<file path="src/rtl/ro_puf_ctrl.sv">
// ----------------------------------------------------------------------------
// ro_puf_ctrl -- ring-oscillator PUF challenge/response controller.
//
// One evaluation: capture a challenge onto the oscillator stage-select and
// bypass lines, let the rings settle, enable them for a fixed window, count
// rising edges on both taps, then compare the counts to produce a response bit.
//
// Parameters
//   WINDOW  measurement window length in CLK cycles (>= 2)
//   SETTLE  cycles between challenge apply and oscillator enable (>= 1)
//   CNT_W   edge-counter width
//
// Ports
//   CLK        system clock, rising edge
//   RST_N      synchronous active-low reset
//   start      request an evaluation (accepted only when idle)
//   challenge  [2:0] stage select, [5:3] stage bypass
//   ro_out1/2  asynchronous oscillator taps
//   ro_sel     stage select to oscillator (held between accepted starts)
//   ro_bx      stage bypass to oscillator (held between accepted starts)
//   ro_en      oscillator enable, high only while measuring
//   busy       high whenever an evaluation is in progress
//   done       one-cycle pulse when resp/tie/cnt1/cnt2 update
//   resp       1 when cnt1 > cnt2
//   tie        1 when cnt1 == cnt2
//   cnt1/cnt2  final edge counts of ro_out1 / ro_out2
// ----------------------------------------------------------------------------
module ro_puf_ctrl #(
    parameter int WINDOW = 1024,
    parameter int SETTLE = 16,
    parameter int CNT_W  = 16
) (
    input  logic             CLK,
    input  logic             RST_N,
    input  logic             start,
    input  logic [5:0]       challenge,
    input  logic             ro_out1,
    input  logic             ro_out2,
    output logic [2:0]       ro_sel,
    output logic [2:0]       ro_bx,
    output logic             ro_en,
    output logic             busy,
    output logic             done,
    output logic             resp,
    output logic             tie,
    output logic [CNT_W-1:0] cnt1,
    output logic [CNT_W-1:0] cnt2
);

    localparam int TMR_MAX = (WINDOW > SETTLE) ? WINDOW : SETTLE;
    localparam int TMR_W   = $clog2(TMR_MAX + 1);

    localparam logic [2:0] S_IDLE    = 3'd0;
    localparam logic [2:0] S_SETTLE  = 3'd1;
    localparam logic [2:0] S_MEASURE = 3'd2;
    localparam logic [2:0] S_DRAIN   = 3'd3;
    localparam logic [2:0] S_COMPARE = 3'd4;

    // Timer reload values: each state runs until the timer reaches zero.
    localparam logic [TMR_W-1:0] TMR_SETTLE = TMR_W'(SETTLE - 1);
    localparam logic [TMR_W-1:0] TMR_WINDOW = TMR_W'(WINDOW - 1);
    localparam logic [TMR_W-1:0] TMR_DRAIN  = TMR_W'(2);

    // Saturating increment: hold at all-ones instead of wrapping.
    function automatic logic [CNT_W-1:0] sat_inc(input logic [CNT_W-1:0] c,
                                                 input logic             inc);
        if (inc && (c != {CNT_W{1'b1}}))
            return c + CNT_W'(1);
        return c;
    endfunction

    logic [2:0]       r_state;
    logic [TMR_W-1:0] r_tmr;
    logic [2:0]       r_sel;
    logic [2:0]       r_bx;
    logic             r_done;
    logic             r_resp;
    logic             r_tie;
    logic [CNT_W-1:0] r_cnt1;
    logic [CNT_W-1:0] r_cnt2;
    logic [CNT_W-1:0] r_c1;
    logic [CNT_W-1:0] r_c2;

    // Bit 0 follows ro_out1, bit 1 follows ro_out2.
    logic [1:0]       r_meta;
    logic [1:0]       r_sync;
    logic [1:0]       r_prev;

    logic [1:0]       w_rise;
    logic             w_counting;
    logic [CNT_W-1:0] w_c1_nxt;
    logic [CNT_W-1:0] w_c2_nxt;

    assign w_rise     = r_sync & ~r_prev;
    // DRAIN keeps counting so edges still in the synchronizer when the
    // oscillators are disabled are not lost.
    assign w_counting = (r_state == S_MEASURE) || (r_state == S_DRAIN);
    assign w_c1_nxt   = sat_inc(r_c1, w_counting & w_rise[0]);
    assign w_c2_nxt   = sat_inc(r_c2, w_counting & w_rise[1]);

    always_ff @(posedge CLK) begin
        if (!RST_N) begin
            r_state <= S_IDLE;
            r_tmr   <= '0;
            r_sel   <= '0;
            r_bx    <= '0;
            r_done  <= 1'b0;
            r_resp  <= 1'b0;
            r_tie   <= 1'b0;
            r_cnt1  <= '0;
            r_cnt2  <= '0;
            r_c1    <= '0;
            r_c2    <= '0;
            r_meta  <= '0;
            r_sync  <= '0;
            r_prev  <= '0;
        end else begin
            r_meta <= {ro_out2, ro_out1};
            r_sync <= r_meta;
            r_prev <= r_sync;
            r_done <= 1'b0;
            r_c1   <= w_c1_nxt;
            r_c2   <= w_c2_nxt;

            case (r_state)
                S_IDLE: begin
                    if (start) begin
                        r_state <= S_SETTLE;
                        r_tmr   <= TMR_SETTLE;
                        r_sel   <= challenge[2:0];
                        r_bx    <= challenge[5:3];
                        r_c1    <= '0;
                        r_c2    <= '0;
                    end
                end
                S_SETTLE: begin
                    if (r_tmr == '0) begin
                        r_state <= S_MEASURE;
                        r_tmr   <= TMR_WINDOW;
                    end else begin
                        r_tmr <= r_tmr - TMR_W'(1);
                    end
                end
                S_MEASURE: begin
                    if (r_tmr == '0) begin
                        r_state <= S_DRAIN;
                        r_tmr   <= TMR_DRAIN;
                    end else begin
                        r_tmr <= r_tmr - TMR_W'(1);
                    end
                end
                S_DRAIN: begin
                    if (r_tmr == '0) begin
                        // Results are taken from the next-count values so the
                        // final drain cycle's edge is included; they and done
                        // become visible during the COMPARE cycle.
                        r_state <= S_COMPARE;
                        r_cnt1  <= w_c1_nxt;
                        r_cnt2  <= w_c2_nxt;
                        r_resp  <= (w_c1_nxt > w_c2_nxt);
                        r_tie   <= (w_c1_nxt == w_c2_nxt);
                        r_done  <= 1'b1;
                    end else begin
                        r_tmr <= r_tmr - TMR_W'(1);
                    end
                end
                S_COMPARE: begin
                    r_state <= S_IDLE;
                end
                default: begin
                    r_state <= S_IDLE;
                end
            endcase
        end
    end

    assign ro_sel = r_sel;
    assign ro_bx  = r_bx;
    assign ro_en  = (r_state == S_MEASURE);
    assign busy   = (r_state != S_IDLE);
    assign done   = r_done;
    assign resp   = r_resp;
    assign tie    = r_tie;
    assign cnt1   = r_cnt1;
    assign cnt2   = r_cnt2;

endmodule
</file>
<file path="config.mk">
export PLATFORM = sky130hd
export DESIGN_NAME = ro_puf_ctrl
export DESIGN_NICKNAME = d
export VERILOG_FILES = /design/src/rtl/ro_puf_ctrl.sv
export SDC_FILE = /design/constraint.sdc
export NUM_CORES = 1
export LEC_CHECK = 0
export ABC_AREA = 1
export CAP_MARGIN = 20
export CORE_MARGIN = 3
export CORE_UTILIZATION = 56
export CTS_CLUSTER_SIZE = 24
export DETAILED_ROUTE_END_ITERATION = 8
export PLACE_DENSITY = 0.8
export SYNTH_ARGS = -nofsm -noshare
export SYNTH_HDL_FRONTEND = slang
export SYNTH_SLANG_ARGS = --single-unit
</file>
<file path="constraint.sdc">
create_clock -name CLK -period 3.1 [get_ports CLK]
set_input_delay 0.31 -clock CLK [delete_from_list [all_inputs] [get_ports CLK]]
set_output_delay 0.31 -clock CLK [all_outputs]
set_load 0.02 [all_outputs]
</file>
# Word level (Yosys, flattened, before mapping)
# Index checks and enable logic that the tools add are counted.
# totals
register_bits	93
mem_count	0
out_inout_bits	43
romBits	0
latchBits	0
elab_cells	66
ramBits	0
input_bits	11
# op_classes
div_mod_pow	0
n_shift	0
mul	0
addsub	3
bitwise_logic	4
n_mux	21
n_reduce_logical	12
eq_ne	11
magnitude_cmp	1
# op_table
cell	count
16-bit two-way mux	8
11-bit two-way mux	4
11-bit case mux with 4 select lines	1
16-bit by 1-bit adder with 16-bit output, second input constant	2
16-bit != test, second input constant	2
16-bit equality test	1
16-bit > comparator	1
3-bit two-way mux	4
3-bit case mux with 4 select lines	1
11-bit zero test	1
11-bit by 1-bit subtractor with 11-bit output, second input constant	1
3-bit by 2-bit equality test with 1-bit output, second input constant	2
2-bit != test, second input constant	3
2-bit AND reduction	3
2-bit by 1-bit != test with 1-bit output, second input constant	2
4-bit AND reduction	1
4-bit nonzero test	1
3-bit by 1-bit equality test with 1-bit output, second input constant	1
3-bit zero test	1
1-bit two-way mux	3
3-bit AND reduction	1
3-bit nonzero test	1
1-bit AND	2
2-bit AND	1
3 further kinds	4

# Logic depth before layout (Yosys ltp)
# Gate-level depths: netlist of the first run.
# depth
word_depth	8
depth_mapped	22
mapped_depth_nobuf	22

# Least setup slack after synthesis of the first run
# Ideal clock, no wire load.
# synth_path
path_kind	reg2reg
start	reg r_c1[0]
end	reg r_resp (netlist: resp)
required_ps	2966
setup_slack_ps	251
path_buffers	0
synth_period_minus_slack_ps	2849
setup_time_ps	134
stages_incl_launch_ff	22
t_arrival_ps	2716
path_cell_list	dfxtp_1 > ha_1 > nand3_1 > nor2_1 > nand2_1 > nand2_4 > nor3_4 > inv_1 > nor2_2 > nand4_1 > xor2_1 > inv_1 > ha_1 > nand2_1 > inv_1 > nand2_1 > nor3_1 > nand2_1 > nor2_1 > a31oi_1 > nand2_1 > a21oi_1
# synth_between
elab_chain_cells	5
elab_cells_between_ends	7
classes_between	add/sub (1); order compare (1); eq/ne (1); mux (3); reduce/logical (1)
# synth_lines
item	line	text
start: declaration	81	logic [CNT_W-1:0] r_c1;
start signal: assignment	122	r_c1 <= w_c1_nxt;
branches (longest 3 deep; another with 16-bit by 1-bit adder with 16-bit output)	n/a	
16-bit two-way mux (*)	69	return c;
net w_c1_nxt[15]	91	logic [CNT_W-1:0] w_c1_nxt;
16-bit > comparator (*)	160	r_resp <= (w_c1_nxt > w_c2_nxt);
end signal: assignment	160	
end: declaration	77	logic r_resp;
# Mark *: on every way through the listed nets, which the timed path passes. The select of a mux whose other input is x is not followed.
# A chain may end at the register's enable or synchronous reset.

# Worst setup path in the final report of the first run
# layout_path
start	reg r_state[2]
end	reg r_resp (netlist: resp)
# layout_between
elab_chain_cells	7
elab_cells_between_ends	13
classes_between	order compare (1); eq/ne (2); mux (4); bitwise (2); reduce/logical (4)
# layout_lines
item	line	text
start: declaration	72	logic [2:0] r_state;
start signal: assignment	103	r_state <= S_IDLE;
start signal: assignment	128	r_state <= S_SETTLE;
start signal: assignment	138	r_state <= S_MEASURE;
3-bit by 2-bit equality test with 1-bit output	97	assign w_counting = (r_state == S_MEASURE) || (r_state == S_DRAIN);
1-bit logical OR (*)	97	
1-bit AND (*)	98	assign w_c1_nxt = sat_inc(r_c1, w_counting & w_rise[0]);
1-bit logical AND (*)	67	if (inc && (c != {CNT_W{1'b1}}))
1-bit two-way mux (*)	67	
16-bit two-way mux (*)	69	
net w_c1_nxt[15]	91	
16-bit > comparator (*)	160	
# The timed path passes the listed nets; every way through them passes the cells marked *.

==> summary.txt, run 1 <==
Outcome
  – Run status: finished, final reports clean

Setup path
  – Worst EP required: 3.34 ns
  – Sort of element at the start of the critical path: flip-flop
  – Endpoint type of the worst setup path: flip-flop
  – WP data arrival: 3.23 ns
  – Most numerous cell on the critical path: nand2_4
  – Highest cell delay on the worst timing path: 0.37 ns
  – Critical Setup Path Class: reg2reg
  – Cell with the largest stage delay on the worst path: dfxtp_1
  – Highest net fanout along the worst path: 7
  – Cells along the critical path: nor2_4, nand2_4, a21oi_4, nand2_4, nor3_4, inv_2, nor2_4, nand4_1, xor2_1, inv_1, ha_4, nand2_4, inv_2, nand2_2, nor3_2, nand2_1, nor2_1, a31oi_1, nand2_1, a21oi_2

Yosys
  – Adder and majority cell fraction of the synthesized area: 4.758%
  – Synthesized-area fraction occupied by xor and xnor cells: 6.437%
  – Synthesized-area fraction occupied by and/or/nand/nor cells: about a quarter
  – Synthesized area divided by synthesized cell count: 7.695 sq um
  – Combined area of all synthesized cells: 4471 sq um
  – FFs w/ async S/R, synth: 0%
  – Sequential cell area fraction in the yosys report: 41.65%
  – Dominant combinational cell family by area after synthesis: simple AND/OR/NAND/NOR gates
  – Fraction of the mapped netlist area in compound gates: 14.50%
  – Number of nets produced by synthesis: roughly 610
  – Leading post-synthesis cells by cell area: dfxtp_1 (42%), nand2_1 (7.8%), inv_1 (7.5%)
  – Number of flops mapped to enable cells by yosys: 0
  – Number of distinct standard cells referenced by the synthesized netlist: 40
  – Portion of synthesized cell area occupied by the leading cell type: 41.65%
  – Post-synth top flop: dfxtp_1
  – Proportion of synthesized area in mux cells: 0%
  – Total of flip-flops plus latches after synthesis: 93
  – Count of yosys warnings during synthesis: 0
  – Leading post-synthesis cells by instance count: dfxtp_1 (93), nand2_1 (93), inv_1 (89)
  – Cell taking the most area after synthesis: dfxtp_1
  – Count of mapped cells out of synthesis: 581

Drt
  – Antenna-violating nets left: 0
  – Total routed wirelength: 10,620 um
  – DRC violation total after the first TritonRoute iteration: 159
  – DR WL/cell: ~14 um
  – Total via count in the routed design: 3,996
  – DRC: 0
  – Routed vias/inst: 5.314
  – First drt pass iteration count: 5

STA
  – # setup viols final: 0
  – Final Hold Slack: around 0.42 ns
  – Minimum period implied by the final worst setup slack: 2.993 ns
  – Worst slew margin: a little under two thirds
  – Final worst path period share: between 90% and 100%
  – Transition time of the tightest slew-check pin: roughly 0.55 ns
  – Summed negative setup slack over all endpoints: 0 ns
  – RSZ-0062 raised after global routing: yes
  – Count of final max-slew check failures: 0
  – Post-route clock skew: 0.01518 ns
  – Final hold vios: 0
  – Maximum achievable frequency: 334.1 MHz

Placement
  – Post-DP HPWL: 7088 um
  – Input/output buffers: 53
  – Final weighted congestion in routability-driven placement: between 0.8 and 0.9
  – Standard cell area after detailed placement: 5132 sq um

CTS
  – CTS tree: yes
  – Clock transition at the registers of the reported paths: ~0.09 ns
  – Clock Tree Root: clkbuf_8
  – # hold bufs at CTS: 0
  – Clock latency reported for the late side of the worst-skew pair: 0.36 ns
  – Number of buffers created by CTS: 9
  – Clock tree buffer depth: 2
  – H-tree depth: 3
  – Sink Count: 93

Final layout
  – Share of layout cells above drive strength 1: 14.40%
  – Final net count: 676
  – Area of all placed cells without fillers: about 5500 sq um
  – Fill count: 564
  – Area grow syn2layout: 23.76%
  – Count of antenna diodes in the layout: 0
  – Fraction of the core area covered by cells at the end of the flow: 73.91%

GRT
  – Vias in the first global route: 3,824
  – Global-route wire length before repair: 17,150 um
  – Global-route track usage on met1: 30.50%
  – Number of antenna violations at the first check in global routing: 0
  – Global routing usage on met2: 39.24%
  – Total routing usage reported by global routing: 23.78%
  – Met3 usage in global routing: 3.946%
  – Remaining Overflow, GRT: 0
  – Most Used Layer, Global Route: met2
  – Maximum number of pins on one net before global-route repair: 63

Floorplanning
  – Horizontal extent of the die: 95.35 um
  – Placeable core area: ~7500 sq um
  – Initial core utilization: 59.72%
  – Num ports: 54
  – Row Count: 31
  – Full die area: between 9000 and 10,000 sq um
  – Die height: 95.35 um

Flow run
  – Count of maximum capacitance violations: 0

Power and ir drop
  – Total net switching power: 1.138 mW
  – Int Pwr: between 2 and 2.5 mW
  – Maximum ir drop on the vdd rail: between 300 and 400 uV
  – Ratio of total power to cell area: 579.2 nW/um^2
  – Leakage dissipation: approximately 2.4 nW
  – Combinational group share of total power: between 30% and 40%
  – Share of total power consumed by net switching: 35.51%
  – Clock power frac: 25.4%
  – Power share of the sequential group: 43.7%

Min path
  – Worst Hold Class: reg2reg
## final cells by class
class / count / area [sq um] / share of cell area, %
Clock inverter: 6 / 70.07 / 1.266
Inverter: 92 / 345.3 / 6.242
Multi-Input combinational cell: 379 / 2317 / 41.88
Tap cell: 99 / 123.9 / 2.239
Clock buffer: 10 / 127.6 / 2.307
Timing Repair Buffer: 73 / 680.7 / 12.30
Sequential cell: 93 / 1868 / 33.76
## final timing paths
check	from	endpoint	slack [ns]	cells after the start
worst max register to register	r_state[2]	resp	0.11	20
worst min register to register	r_meta[0]	r_sync[0]	0.42	2
worst max-delay path	r_state[2]	resp	0.11	20
worst min-delay path	r_meta[0]	r_sync[0]	0.42	2
## sequential cells by signal, indices dropped and copies added, names as in the netlist
name,cells
resp,1
ro_sel,3
r_c2,16
cnt1,16
r_sync,2
cnt2,16
done,1
r_state,3
r_tmr,11
tie,1
r_c1,16
ro_bx,3
r_prev,2
r_meta,2
## cells in the final DEF (no fill, tap or decap), drive strengths merged, types with 2 or more instances in the layout
cell,n
dfxtp,93
clkinvlp,3
nor2,78
ha,17
o21ai,46
nand4,8
xnor2,11
o211ai,7
a211oi,2
a31oi,3
nor3,10
nand2,96
inv,94
clkdlybuf4s50,53
nand3,22
clkbuf,10
buf,20
a21oi,50
xor2,21
## critical path, delay by kind of cell, from the launching register on
kind                     cells  cell delay, ns
flip-flops                   1            0.37
AND/OR/NAND/NOR             12            1.34
AO/OA/AOI/OAI                3            0.37
XOR/XNOR                     1            0.25
buffers and inverters        3            0.25
adder cells (fa/ha/maj)      1            0.30
## cell families after synthesis
family	after synthesis
AOI/OAI and AO/OA	114
xor gates and xnor gates	32
adders and majority gates	17
and+or+nand+nor	216
DFF	93
buffers and inverters	109
## power by group through the flow
stage | clock (mW) | sequential [mW] | combinational, mW
6_report | 0.815 | 1.40 | 0.990
5_1_grt | 0.881 | 1.41 | 1.09
4_1_cts | 0.827 | 1.40 | 0.918
3_5_place_dp | 0 | 1.42 | 0.911
3_3_place_gp | 0 | 1.41 | 0.892
2_1_floorplan | 0 | 1.47 | 0.589
## metrics by stage
| step | instances | setup slack [ns] | power (mW) |
|---|---|---|---|
| after floorplan | 581 | 0.2507 | 2.061 |
| after global placement | 726 | 0.1403 | 2.305 |
| after detailed placement | 726 | 0.02381 | 2.330 |
| after CTS | 742 | 0.01200 | 3.141 |
| after global routing | 752 | -0.1139 | 3.380 |
| final | 752 | 0.1073 | 3.204 |
## what timing repair did
action / in CTS / in global routing
buffers inserted: 0 / 10
endpoints found under the hold margin: 0 / 0
resized for setup: 2 / 30
pin swaps: 0 / 19
gates cloned: 0 / 0
endpoints found under the setup margin: 1 / 2
## layer usage
layer / vias to the layer above / wire length, um
met3: 29 / 589
met5: - / 0
met2: 135 / 5112
met1: 1849 / 4634
met4: 0 / 282
li1: 1983 / -
Note: power is estimated with default switching activity, not from simulation.
==> inputs of run 2 (changes only) <==
==> constraint.sdc (replaced) <==
create_clock -name CLK -period 3.35 [get_ports CLK]
set_input_delay 0.335 -clock CLK [delete_from_list [all_inputs] [get_ports CLK]]
set_output_delay 0.335 -clock CLK [all_outputs]
set_load 0.02 [all_outputs]
==> summary.txt, run 2 (same netlist as run 1, synthesis figures left out) <==
CTS
  – Clock transition at the registers of the reported paths: 0.08 ns (was 0.09 ns)
  – Sink Count: 93 (unchanged)
  – CTS tree: yes (unchanged)
  – # hold bufs at CTS: 0 (unchanged)
  – Clock tree buffer depth: 2 (unchanged)
  – Clock Tree Root: clkbuf_8 (unchanged)
  – Clock latency reported for the late side of the worst-skew pair: 0.37 ns (was 0.36 ns)
  – Number of buffers created by CTS: 9 (unchanged)
  – H-tree depth: 3 (unchanged)

Setup path
  – WP data arrival: 3.36 ns (was 3.23 ns)
  – Family with the most delay on the worst path: simple AND/OR/NAND/NOR gates (unchanged)
  – Most numerous cell on the critical path: nand2_1 (was nand2_4)
  – Worst-case reg-to-reg path depth: 21 (was 20)
  – Cell with the largest stage delay on the worst path: dfxtp_1 (unchanged)
  – Critical Setup Path Class: reg2reg (unchanged)
  – Levels on crit path: 21 (was 20)
  – Combined buffer and inverter count along the critical path: 2 (was 3)
  – Endpoint type of the worst setup path: flip-flop (unchanged)
  – Highest net fanout along the worst path: 7 (unchanged)
  – Sort of element at the start of the critical path: flip-flop (unchanged)
  – Cells along the critical path: ha_1, nand3_2, nor2_1, nand2_2, nand2_4, nor2_4, nand3_1, nor2_2, nand4_1, xor2_2, inv_1, ha_1, nand2_1, inv_1, nand2_1, nor3_2, nand2_1, nor2_1, a31oi_1, nand2_1, a21oi_1 (was nor2_4, nand2_4, a21oi_4, nand2_4, nor3_4, inv_2, nor2_4, nand4_1, xor2_1, inv_1, ha_4, nand2_4, inv_2, nand2_2, nor3_2, nand2_1, nor2_1, a31oi_1, nand2_1, a21oi_2)
  – Worst EP required: 3.59 ns (was 3.34 ns)
  – Highest cell delay on the worst timing path: 0.34 ns (was 0.37 ns)

Placement
  – Input/output buffers: 53 (unchanged)
  – Final weighted congestion in routability-driven placement: 0.9014 (was 0.8947)
  – Standard cell area after detailed placement: 5080 sq um (was 5132 sq um)
  – Post-DP HPWL: 6998 um (was 7088 um)
  – Placed Cells: 719 (was 726)

GRT
  – Maximum number of pins on one net before global-route repair: 63 (unchanged)
  – Vias in the first global route: 3,627 (was 3,824)
  – Total routing usage reported by global routing: 23.01% (was 23.78%)
  – Number of antenna violations at the first check in global routing: 0 (unchanged)
  – Global-route wire length before repair: 16,500 um (was 17,150 um)
  – Remaining Overflow, GRT: 0 (unchanged)

Final layout
  – Final standard cell count with taps included and fillers excluded: 740 (was 752)
  – Area grow syn2layout: 20.85% (was 23.76%)
  – Final net count: 664 (was 676)
  – Commonest cells after routing, fill and taps aside: nand2_1 (92), dfxtp_1 (92), inv_1 (88) (was dfxtp_1 (90), nand2_1 (88), inv_1 (87))
  – Count of antenna diodes in the layout: 0 (unchanged)
  – Share of layout cells above drive strength 1: 10.76% (was 14.40%)
  – Area of all placed cells without fillers: 5403 sq um (was 5533 sq um)

Drt
  – Routed vias/inst: 5.262 (was 5.314)
  – Total routed wirelength: 10,200 um (was 10,620 um)
  – Antenna-violating nets left: 0 (unchanged)
  – Total via count in the routed design: 3,894 (was 3,996)
  – First drt pass iteration count: 5 (unchanged)
  – DRC violation total after the first TritonRoute iteration: 176 (was 159)
  – DRC: 0 (unchanged)
  – DR WL/cell: 13.78 um (was 14.12 um)

Min path
  – Worst Hold Class: reg2reg (unchanged)
  – Cell depth of the worst min-delay path: 2 (unchanged)

STA
  – Maximum achievable frequency: 320.1 MHz (was 334.1 MHz)
  – Transition time of the tightest slew-check pin: 0.5833 ns (was 0.5460 ns)
  – Count of final max-slew check failures: 0 (unchanged)
  – Post-route clock skew: 0.01416 ns (was 0.01518 ns)
  – Final worst path period share: 93.25% (was 96.54%)
  – Final hold vios: 0 (unchanged)
  – Minimum period implied by the final worst setup slack: 3.124 ns (was 2.993 ns)
  – # setup viols final: 0 (unchanged)
  – Worst slew margin: 61.02% (was 63.60%)
  – Final Hold Slack: 0.4229 ns (was 0.4199 ns)

Floorplanning
  – Full die area: 9092 sq um (unchanged)
  – Placeable core area: 7486 sq um (unchanged)
  – Die height: 95.35 um (unchanged)
  – Initial core utilization: 59.72% (unchanged)
  – Row Count: 31 (unchanged)
  – Horizontal extent of the die: 95.35 um (unchanged)
  – Num ports: 54 (unchanged)

Power and ir drop
  – Leakage dissipation: 2.377 nW (was 2.416 nW)
  – Ratio of total power to cell area: 551.9 nW/um^2 (was 579.2 nW/um^2)
  – Maximum ir drop on the vdd rail: 373.2 uV (was 395.8 uV)
  – Total design power: 2.982 mW (was 3.204 mW)

Outcome
  – Run status: finished, final reports clean (unchanged)

Flow run
  – Count of maximum capacitance violations: 0 (unchanged)
[run 2: changes by cell type in the layout (fill, tap and decap cells not counted), sizes merged]
cell and delta:
buf -12, bufinv +1, clkinv +1, clkinvlp -1, inv -2, clkbuf +1
[run 2: worst min-delay path: cells and delay by family, from the launching register on]
family / cells / cell delay (ns)
flops: 1 / 0.32
buf+inv: 1 / 0.04
simple gates: 1 / 0.05
[run 2: path summary, 6_finish.rpt]
path,from,to,slack (ns)
setup reg to reg,r_c1[0],resp,0.23
hold reg to reg,r_meta[0],r_sync[0],0.42
hold / removal,r_meta[0],r_sync[0],0.42
setup / recovery,r_c1[0],resp,0.23
[run 2: metal layers]
layer	vias up	GRT usage (%)	share of wire, %
met5	-	0	0
met1	1791	30.55	45
met3	17	4.262	5.6
met4	0	7.212	1.5
li1	1964	-	-
met2	122	37.90	48
[run 2: cell type report]
type,count,area (sq um)
multi-input cells,379,2255
clock buffers,11,141.4
fillers,566,2083
well taps,99,123.9
flip-flops and latches,93,1863
clock inverters,5,83.83
inverters,92,345.3
repair buffers,61,590.6
[run 2: repair_timing]
action,in CTS,in global routing
gates cloned,0,0
resized for setup,1,12
buffers inserted,0,5
pin swaps,0,4
setup endpoints to repair,1,2
[run 2: per-stage QoR]
| step | setup TNS (ns) | utilization [%] | setup WS [ns] |
|---|---|---|---|
| final | 0 | 72.17 | 0.2262 |
| after global routing | -0.04321 | 72.17 | -0.04321 |
| after CTS | 0 | 70.97 | 0.02690 |
| after detailed placement | 0 | 67.86 | 0.07490 |
| after global placement | 0 | 67.86 | 0.2044 |
| after floorplan | 0 | - | 0.5007 |
[run 2: power by group]
part           switching, mW  total, mW  leakage (nW)  internal [mW]
registers             0.0822       1.29         0.754           1.21
logic                  0.536      0.856          1.52          0.320
clock network          0.390      0.832         0.106          0.442
total                   1.01       2.98          2.38           1.97
==> inputs of run 3 (changes only) <==
--- a/config.mk
+++ b/config.mk
@@ -12,6 +12,7 @@
 export CTS_CLUSTER_SIZE = 24
 export DETAILED_ROUTE_END_ITERATION = 8
 export PLACE_DENSITY = 0.8
+export SLEW_MARGIN = 20
 export SYNTH_ARGS = -nofsm -noshare
 export SYNTH_HDL_FRONTEND = slang
 export SYNTH_SLANG_ARGS = --single-unit
==> results of run 3 <==
No change in the layout: final DEF, timing and power equal those of run 2.
